--- src/rtl/secded_stream_decoder.sv ---
// secded_stream_decoder: two-stage pipelined extended-Hamming (SECDED) decoder
// with valid/ready streaming and saturating CE/UE counters.
module secded_stream_decoder #(
   parameter int DATA_W = 64,
   parameter int CNT_W  = 16,
   // smallest r with 2**r >= DATA_W+r+1; closed form holds for DATA_W >= 8
   localparam int R     = $clog2(DATA_W + $clog2(DATA_W) + 1),
   localparam int P     = R + 1,
   localparam int CW_W  = DATA_W + P
) (
   input  logic              clk,
   input  logic              rst,
   input  logic              in_valid,
   output logic              in_ready,
   input  logic [CW_W-1:0]   in_cw,
   output logic              out_valid,
   input  logic              out_ready,
   output logic [DATA_W-1:0] out_data,
   output logic              out_ce,
   output logic              out_ue,
   output logic [P-1:0]      out_syndrome,
   input  logic              cnt_clr,
   output logic [CNT_W-1:0]  ce_count,
   output logic [CNT_W-1:0]  ue_count
);

   // Hamming position of each data bit: integers >= 3 skipping powers of two
   function automatic logic [DATA_W*R-1:0] pos_table();
      logic [DATA_W*R-1:0] t;
      int n;
      t = '0;
      n = 0;
      for (int p = 3; p < 256; p++) begin
         if (((p & (p - 1)) != 0) && (n < DATA_W)) begin
            t[n*R +: R] = R'(p);
            n++;
         end
      end
      return t;
   endfunction

   localparam logic [DATA_W*R-1:0] POS = pos_table();

   logic              adv;
   logic              deliver;
   logic              v1;
   logic              v2;
   logic [DATA_W-1:0] s1_data;
   logic [P-1:0]      s1_syn;
   logic [R-1:0]      chk;
   logic [P-1:0]      syn_in;
   logic [R-1:0]      syn;
   logic              om;
   logic              hit;
   logic              pow2;
   logic [DATA_W-1:0] fix_data;
   logic              fix_ce;
   logic              fix_ue;

   assign adv       = !v2 || out_ready;
   assign in_ready  = adv;
   assign out_valid = v2;
   assign deliver   = v2 && out_ready;

   // Recompute check bits from received data and form the syndrome
   always_comb begin
      chk = '0;
      for (int i = 0; i < DATA_W; i++) begin
         for (int j = 0; j < R; j++) begin
            if (POS[i*R + j]) begin
               chk[j] = chk[j] ^ in_cw[i];
            end
         end
      end
      syn_in = {^in_cw, chk ^ in_cw[DATA_W +: R]};
   end

   // Classify the registered syndrome and correct a single data-bit error
   always_comb begin
      syn      = s1_syn[R-1:0];
      om       = s1_syn[R];
      fix_data = s1_data;
      hit      = 1'b0;
      for (int k = 0; k < DATA_W; k++) begin
         if (syn == POS[k*R +: R]) begin
            hit = 1'b1;
            if (om) begin
               fix_data[k] = ~s1_data[k];
            end
         end
      end
      // zero or a single check-bit position
      pow2   = (syn & (syn - R'(1))) == '0;
      fix_ce = om && (pow2 || hit);
      fix_ue = om ? !(pow2 || hit) : (syn != '0);
   end

   // Pipeline registers; everything holds while the output is stalled
   always_ff @(posedge clk) begin
      if (rst) begin
         v1           <= 1'b0;
         v2           <= 1'b0;
         s1_data      <= '0;
         s1_syn       <= '0;
         out_data     <= '0;
         out_ce       <= 1'b0;
         out_ue       <= 1'b0;
         out_syndrome <= '0;
      end else if (adv) begin
         v1           <= in_valid;
         s1_data      <= in_cw[DATA_W-1:0];
         s1_syn       <= syn_in;
         v2           <= v1;
         out_data     <= fix_data;
         out_ce       <= fix_ce;
         out_ue       <= fix_ue;
         out_syndrome <= s1_syn;
      end
   end

   // Saturating error counters; clear wins over a same-cycle increment
   always_ff @(posedge clk) begin
      if (rst || cnt_clr) begin
         ce_count <= '0;
         ue_count <= '0;
      end else if (deliver) begin
         if (out_ce && (ce_count != '1)) begin
            ce_count <= ce_count + CNT_W'(1);
         end
         if (out_ue && (ue_count != '1)) begin
            ue_count <= ue_count + CNT_W'(1);
         end
      end
   end

endmodule

--- config.mk ---
export PLATFORM = sky130hd
export DESIGN_NAME = secded_stream_decoder
export DESIGN_NICKNAME = d
export VERILOG_FILES = /design/src/rtl/secded_stream_decoder.sv
export SDC_FILE = /design/constraint.sdc
export NUM_CORES = 1
export LEC_CHECK = 0
export ABC_AREA = 1
export ABC_CLOCK_PERIOD_IN_PS = 2800
export CAP_MARGIN = 10
export CORE_ASPECT_RATIO = 0.5
export CORE_MARGIN = 3
export CORE_UTILIZATION = 55
export CTS_CLUSTER_SIZE = 28
export DETAILED_ROUTE_END_ITERATION = 8
export GPL_ROUTABILITY_DRIVEN = 0
export PLACE_DENSITY_LB_ADDON = 0.05
export SYNTH_ARGS = -nofsm -noshare
export SYNTH_HDL_FRONTEND = slang
export SYNTH_SLANG_ARGS = --single-unit
--- constraint.sdc ---
create_clock -name clk -period 2.8 [get_ports clk]
set_input_delay 0.28 -clock clk [delete_from_list [all_inputs] [get_ports clk]]
set_output_delay 0.28 -clock clk [all_outputs]
set_load 0.02 [all_outputs]
==> run metrics, run 1 <==
outcome=finished clean; relative slew slack=0.460; post-layout util=0.728; post-cts sizing count=0; DRT iter0 DRCs=1069; RSZ-0062 raised after global routing=no; CP Class=reg2reg; R2R depth=8; worst setup path endpoint=out_data[20]; fillers=1472; Synth Instances=1523; MaxCap Viol Count=0; largest net degree at the start of global routing=120; highest clock rate=0.445 GHz; antenna violations before repair=0; TNS Setup=0 ns; Port Buffers=184; nets@finish=1756; Startpoint Class=register; DRC Markers=0; grt total ovfl=0; CTS Root Cell=clkbuf_16; WHS=0.471 ns; Leak=6.21 nW; CTS clk-pin slew, worst paths=0.07 ns; CP required=3.12 ns; proportion of layout cells with a drive suffix above 1=0.0391; Worst setup EP type=register; commonest cells after routing, fill and taps aside=323 x nand2_1, 234 x inv_1, 184 x clkdlybuf4s50_1; post-route cell area=13100 sq um; Top-Level Pins=185; FF-to-FF setup slack=0.55 ns; Routed WL per cell=17.0 um; placed insts=1910; worst hold path type=reg2reg; Pwr per Cell Area=592 nW/um^2; count of final max-slew check failures=0; Rows=34; clk buf depth=2; antenna cells=0; Final HPWL DP=25.8 mm; Seq/Total Area, Yosys=0.345; DIE AREA=20800 sq um; worst skew pair latency=0.43 ns; H-tree levels=4; Arr. time, crit path=2.56 ns; Syn. warnings=0; Largest delay share family, worst path=simple AND/OR/NAND/NOR gates; Cell variety after synth=39; most used cell, CP=inv_1; 1st-pass router iterations=7; Setup Viol. Count Final=0; fin cells=1942; global-route wire length before repair=50.4 mm; Hold Crit Depth=2; Min Clock Period, post-route=2.25 ns; core area=18000 sq um; commonest non-fill, non-tap cell in the layout=nand2_1; WL final=33.1 mm; Mean Syn Cell Area=6.86 sq um; Critical R2R Launch=s1_syn[3]; vias=10600; Chip Width=201 um; Tot GR Track Use=0.311; worst path bufs/invs=3; crit-path cells=inv_1, nor2_1, inv_1, nor3_1, nand2_1, xnor2_1, o21bai_1, inv_1; worst-margin pin slew=0.804 ns; Inserted Clock Buffers=17; syn_nets=1602; Cell Area, Synth=10400 sq um; DP Area=12500 sq um; CTS tree=yes; postcts setup bufs=0; vias in the first global route=9591; die extent in y=103 um; # clock sinks=180; max incr delay on CP=0.57 ns; Final Skew=0.0106 ns; Area Growth Syn to Fin=25.5%; DR vias/cell=5.45; CP Depth=8; hold buffer count at cts=0; final hold violation count=0; Starting Density=0.580; VDD IR-drop max=346 uV; critical path's slowest cell=nor3_1; Crit Reg-Reg Endpoint=out_data[20]; Worst Setup SP=s1_syn[3]; crit share post-route=0.803; Yosys reg bits=180; Final ANT Viol Nets=0; CP max FO=6
## cells in the mapped netlist
master / count / area (sq um)
nand2_1: 323 / 1210
inv_1: 235 / 882
dfxtp_1: 180 / 3600
o21ai_0: 156 / 781
a21oi_1: 99 / 495
nor2_1: 93 / 349
xor2_1: 92 / 806
xnor2_1: 86 / 753
nand3_1: 62 / 310
o21bai_1: 54 / 405
clkbuf_1: 52 / 195
nor3_1: 16 / 80.1
o221ai_1: 13 / 114
a31oi_1: 7 / 43.8
nand4_1: 7 / 43.8
buf_2: 5 / 25.0
nand2_2: 5 / 31.3
inv_2: 4 / 15.0
nand3b_1: 4 / 30.0
nor4_1: 3 / 18.8
a211oi_1: 2 / 15.0
buf_1: 2 / 7.51
clkbuf_8: 2 / 27.5
clkinv_1: 2 / 7.51
ha_1: 2 / 25.0
o21ai_1: 2 / 10.0
or2_2: 2 / 12.5
xor2_2: 2 / 32.5
a311oi_1: 1 / 8.76
and2_1: 1 / 6.26
buf_4: 1 / 7.51
nor2_2: 1 / 6.26
nor2_4: 1 / 11.3
nor3b_1: 1 / 7.51
o211ai_1: 1 / 7.51
o21a_1: 1 / 7.51
or2_1: 1 / 6.26
xnor2_2: 1 / 16.3
xnor2_4: 1 / 27.5
## metal layers
layer	vias up	track usage	part of all wire	wire, um
met5	-	0	0	0
met4	0	0.0943	0.022	744
met3	68	0.0756	0.11	3610
met2	502	0.469	0.42	13800
li1	5113	-	-	-
met1	4906	0.445	0.45	14900
## how the worst min path moves through the flow
stage | from | endpoint | slack (ns)
global placement | out_syndrome[7] | out_syndrome[7] | 0.45
floorplan | rst | out_ce | 0.35
detailed placement | s1_data[36] | s1_data[36] | 0.46
CTS | s1_data[36] | s1_data[36] | 0.47
finish | out_syndrome[7] | out_syndrome[7] | 0.47
global route | in_cw[18] | s1_data[18] | 0.49
## flip-flops by register name, indices dropped and copies added, names as in the netlist
register	cells
ce_count	16
out_ce	1
out_data	64
out_syndrome	8
out_ue	1
out_valid	1
s1_data	64
s1_syn	8
ue_count	16
v1	1
## where the power goes
group	switching, mW	internal, mW
combinational	1.49	0.867
clock	1.15	1.30
sequential	0.190	2.77
## worst min-delay path, stage by stage, from the launching register on
cell and delay, ns:
dfxtp_1 0.31, nand2_1 0.06, a21oi_1 0.05
## final cells by class
cell class,instances,area (sq um),share of cell area
Clock buffer,18,439,0.0335
Clock inverter,14,166,0.0127
Inverter,241,907,0.0692
Multi-Input combinational cell,1040,5690,0.434
Sequential cell,180,3600,0.275
Tap cell,252,315,0.0241
Timing Repair Buffer,197,1990,0.152
## through the flow
stage	power, mW	setup WS, ns
6_report	7.76	0.552
5_1_grt	8.11	0.439
4_1_cts	7.72	0.637
3_5_place_dp	5.29	0.334
3_3_place_gp	5.20	0.383
2_1_floorplan	4.44	1.01
## cell families after synthesis
family / share of synthesized area
flip-flops: 0.345
adder cells (fa/ha/maj): 0.00240
AND/OR/NAND/NOR: 0.204
buffers and inverters: 0.112
AO/OA/AOI/OAI: 0.181
XOR/XNOR: 0.157
Note: power is estimated with default switching activity, not from simulation.
==> run 2, diff against run 1 <==
--- a/config.mk
+++ b/config.mk
@@ -6,11 +6,11 @@
 export NUM_CORES = 1
 export LEC_CHECK = 0
 export ABC_AREA = 1
-export ABC_CLOCK_PERIOD_IN_PS = 2800
+export ABC_CLOCK_PERIOD_IN_PS = 2070
 export CAP_MARGIN = 10
 export CORE_ASPECT_RATIO = 0.5
 export CORE_MARGIN = 3
-export CORE_UTILIZATION = 55
+export CORE_UTILIZATION = 54
 export CTS_CLUSTER_SIZE = 28
 export DETAILED_ROUTE_END_ITERATION = 8
 export GPL_ROUTABILITY_DRIVEN = 0
==> constraint.sdc (replaced) <==
create_clock -name clk -period 2.07 [get_ports clk]
set_input_delay 0.207 -clock clk [delete_from_list [all_inputs] [get_ports clk]]
set_output_delay 0.207 -clock clk [all_outputs]
set_load 0.02 [all_outputs]
==> run 2 against run 1 <==
Register-to-register slack got worse by 0.45 ns. Highest routed layer unchanged. Final cell count rose by 6.0%. Die area is 1.8% higher. Critical endpoint is now out_data[1]. Cell area up 6.6%. Global-route usage up 0.37 points. Via count grew 4.2%.
==> run metrics, run 2 (synthesis results as in run 1) <==
outcome=finished clean; M1 GR Usage=0.467; nets@finish=1866; RSZ-0062 raised after global routing=yes; VDD IR-drop max=630 uV; core area=18700 sq um; # clock sinks=180; Port Buffers=184; GR Layer Usage met2=0.485; CP max FO=6; commonest non-fill, non-tap cell in the layout=nand2_1; WL final=34.3 mm; Final ANT Viol Nets=0; Area Growth Syn to Fin=33.7%; worst hold start=in_cw[18]; fillers=1504; post-place setup slack=-0.210 ns; Starting Density=0.559; hold buffer count at cts=0; die extent in y=104 um; Leak=6.74 nW; Routed WL per cell=16.7 um; post-route cell area=14000 sq um; DRC Markers=0; Pwr per Cell Area=765 nW/um^2; Tot GR Track Use=0.315; proportion of layout cells with a drive suffix above 1=0.103; Worst Setup SP=s1_syn[0]; worst skew pair latency=0.43 ns; DIE AREA=21100 sq um; worst hold path type=in2reg; relative slew slack=0.638; crit share post-route=0.953; area of the multi-input gates=5720 sq um; CTS clk-pin slew, worst paths=0.07 ns; DR vias/cell=5.36; global-route wire length before repair=53.4 mm; clk buf depth=2; CTS tree=yes; Critical R2R Launch=s1_syn[0]; largest net degree at the start of global routing=74; gr busiest metal=met2; Worst setup EP type=register; Final Skew=0.0113 ns; worst-margin pin slew=0.538 ns; grt total ovfl=0; met3 Resource Use GR=0.0538; Largest regs=out_data x64, s1_data x64; Chip Width=203 um; CP required=2.39 ns; Final HPWL DP=26.7 mm; antenna cells=0; MaxCap Viol Count=0; DRT iter0 DRCs=1351; CP Class=reg2reg; Inserted Clock Buffers=17; Rows=35; vias=11000; area of all sequential standard cells=3610 sq um; Startpoint Class=register; CTS Root Cell=clkbuf_16; WHS=0.400 ns; Final WS setup=0.0972 ns; DP Area=13300 sq um; Arr. time, crit path=2.30 ns; vias in the first global route=10300; count of final max-slew check failures=0; highest clock rate=0.507 GHz; H-tree levels=4; antenna violations before repair=0; Min Clock Period, post-route=1.97 ns; Top-Level Pins=185; final hold violation count=0; 1st-pass router iterations=8; commonest cells after routing, fill and taps aside=323 x nand2_1, 234 x inv_1, 184 x clkdlybuf4s50_1; Setup Viol. Count Final=0
[run 2: changes by cell type in the layout (fill, tap and decap cells not counted), moves of 2 or more]
cell	previous run	this run
clkinv_4	2	0
inv_6	3	5
clkinv_8	2	0
nor3_1	15	12
nor2_2	1	3
dfxtp_2	0	3
nor3_2	1	4
clkinvlp_4	2	4
buf_4	9	118
nor2_1	92	90
dfxtp_1	180	177
[run 2: worst max-delay path, cell delays in order, from the launching register on]
cell and delay (ns):
dfxtp_1 0.50, inv_1 0.12, nor2_1 0.21, inv_1 0.15, nor3_1 0.23, buf_4 0.20
nand2_1 0.09, xnor2_2 0.17, o21bai_1 0.14, inv_1 0.05
[run 2: layout make-up]
class                   count  area share
clock buffers              19      0.0317
inverters                 241      0.0649
repair buffers            307       0.202
well taps                 259      0.0232
flip-flops and latches    180       0.258
clock inverters            13     0.00985
multi-input cells        1040       0.410
[run 2: power by group]
group          total [mW]  internal (mW)  switching, mW
registers            4.01           3.75          0.263
clock network        3.21           1.73           1.47
logic                3.46           1.37           2.09
[run 2: path summary, 6_finish.rpt]
path              depth (start not counted)               to  slack [ns]
hold reg to reg                           2  out_syndrome[7]        0.47
setup reg to reg                          9      out_data[1]         0.1
hold / removal                            3      s1_data[18]        0.40
setup / recovery                          9      out_data[1]         0.1
[run 2: repair_timing]
item | 4_1_cts | 5_1_grt
resized for setup | 0 | 11
endpoints found under the setup margin | 0 | 15
setup buffers | 0 | 1
[run 2: stage by stage]
stage | util | total power [mW] | setup TNS (ns) | cells
floorplan | - | 6.00 | 0 | 1523
global placement | 0.713 | 7.28 | -0.664 | 2026
detailed placement | 0.713 | 7.40 | -1.11 | 2026
CTS | 0.745 | 10.6 | 0 | 2058
global route | 0.747 | 11.2 | -0.0267 | 2059
finish | 0.747 | 10.7 | 0 | 2059
[run 2: layer usage]
| metal | wire length (um) | share of wire | up-vias |
|---|---|---|---|
| li1 | - | - | 5346 |
| met1 | 15500 | 0.45 | 5133 |
| met2 | 14700 | 0.43 | 509 |
| met3 | 3670 | 0.11 | 44 |
| met4 | 461 | 0.013 | 0 |
| met5 | 0 | 0 | - |
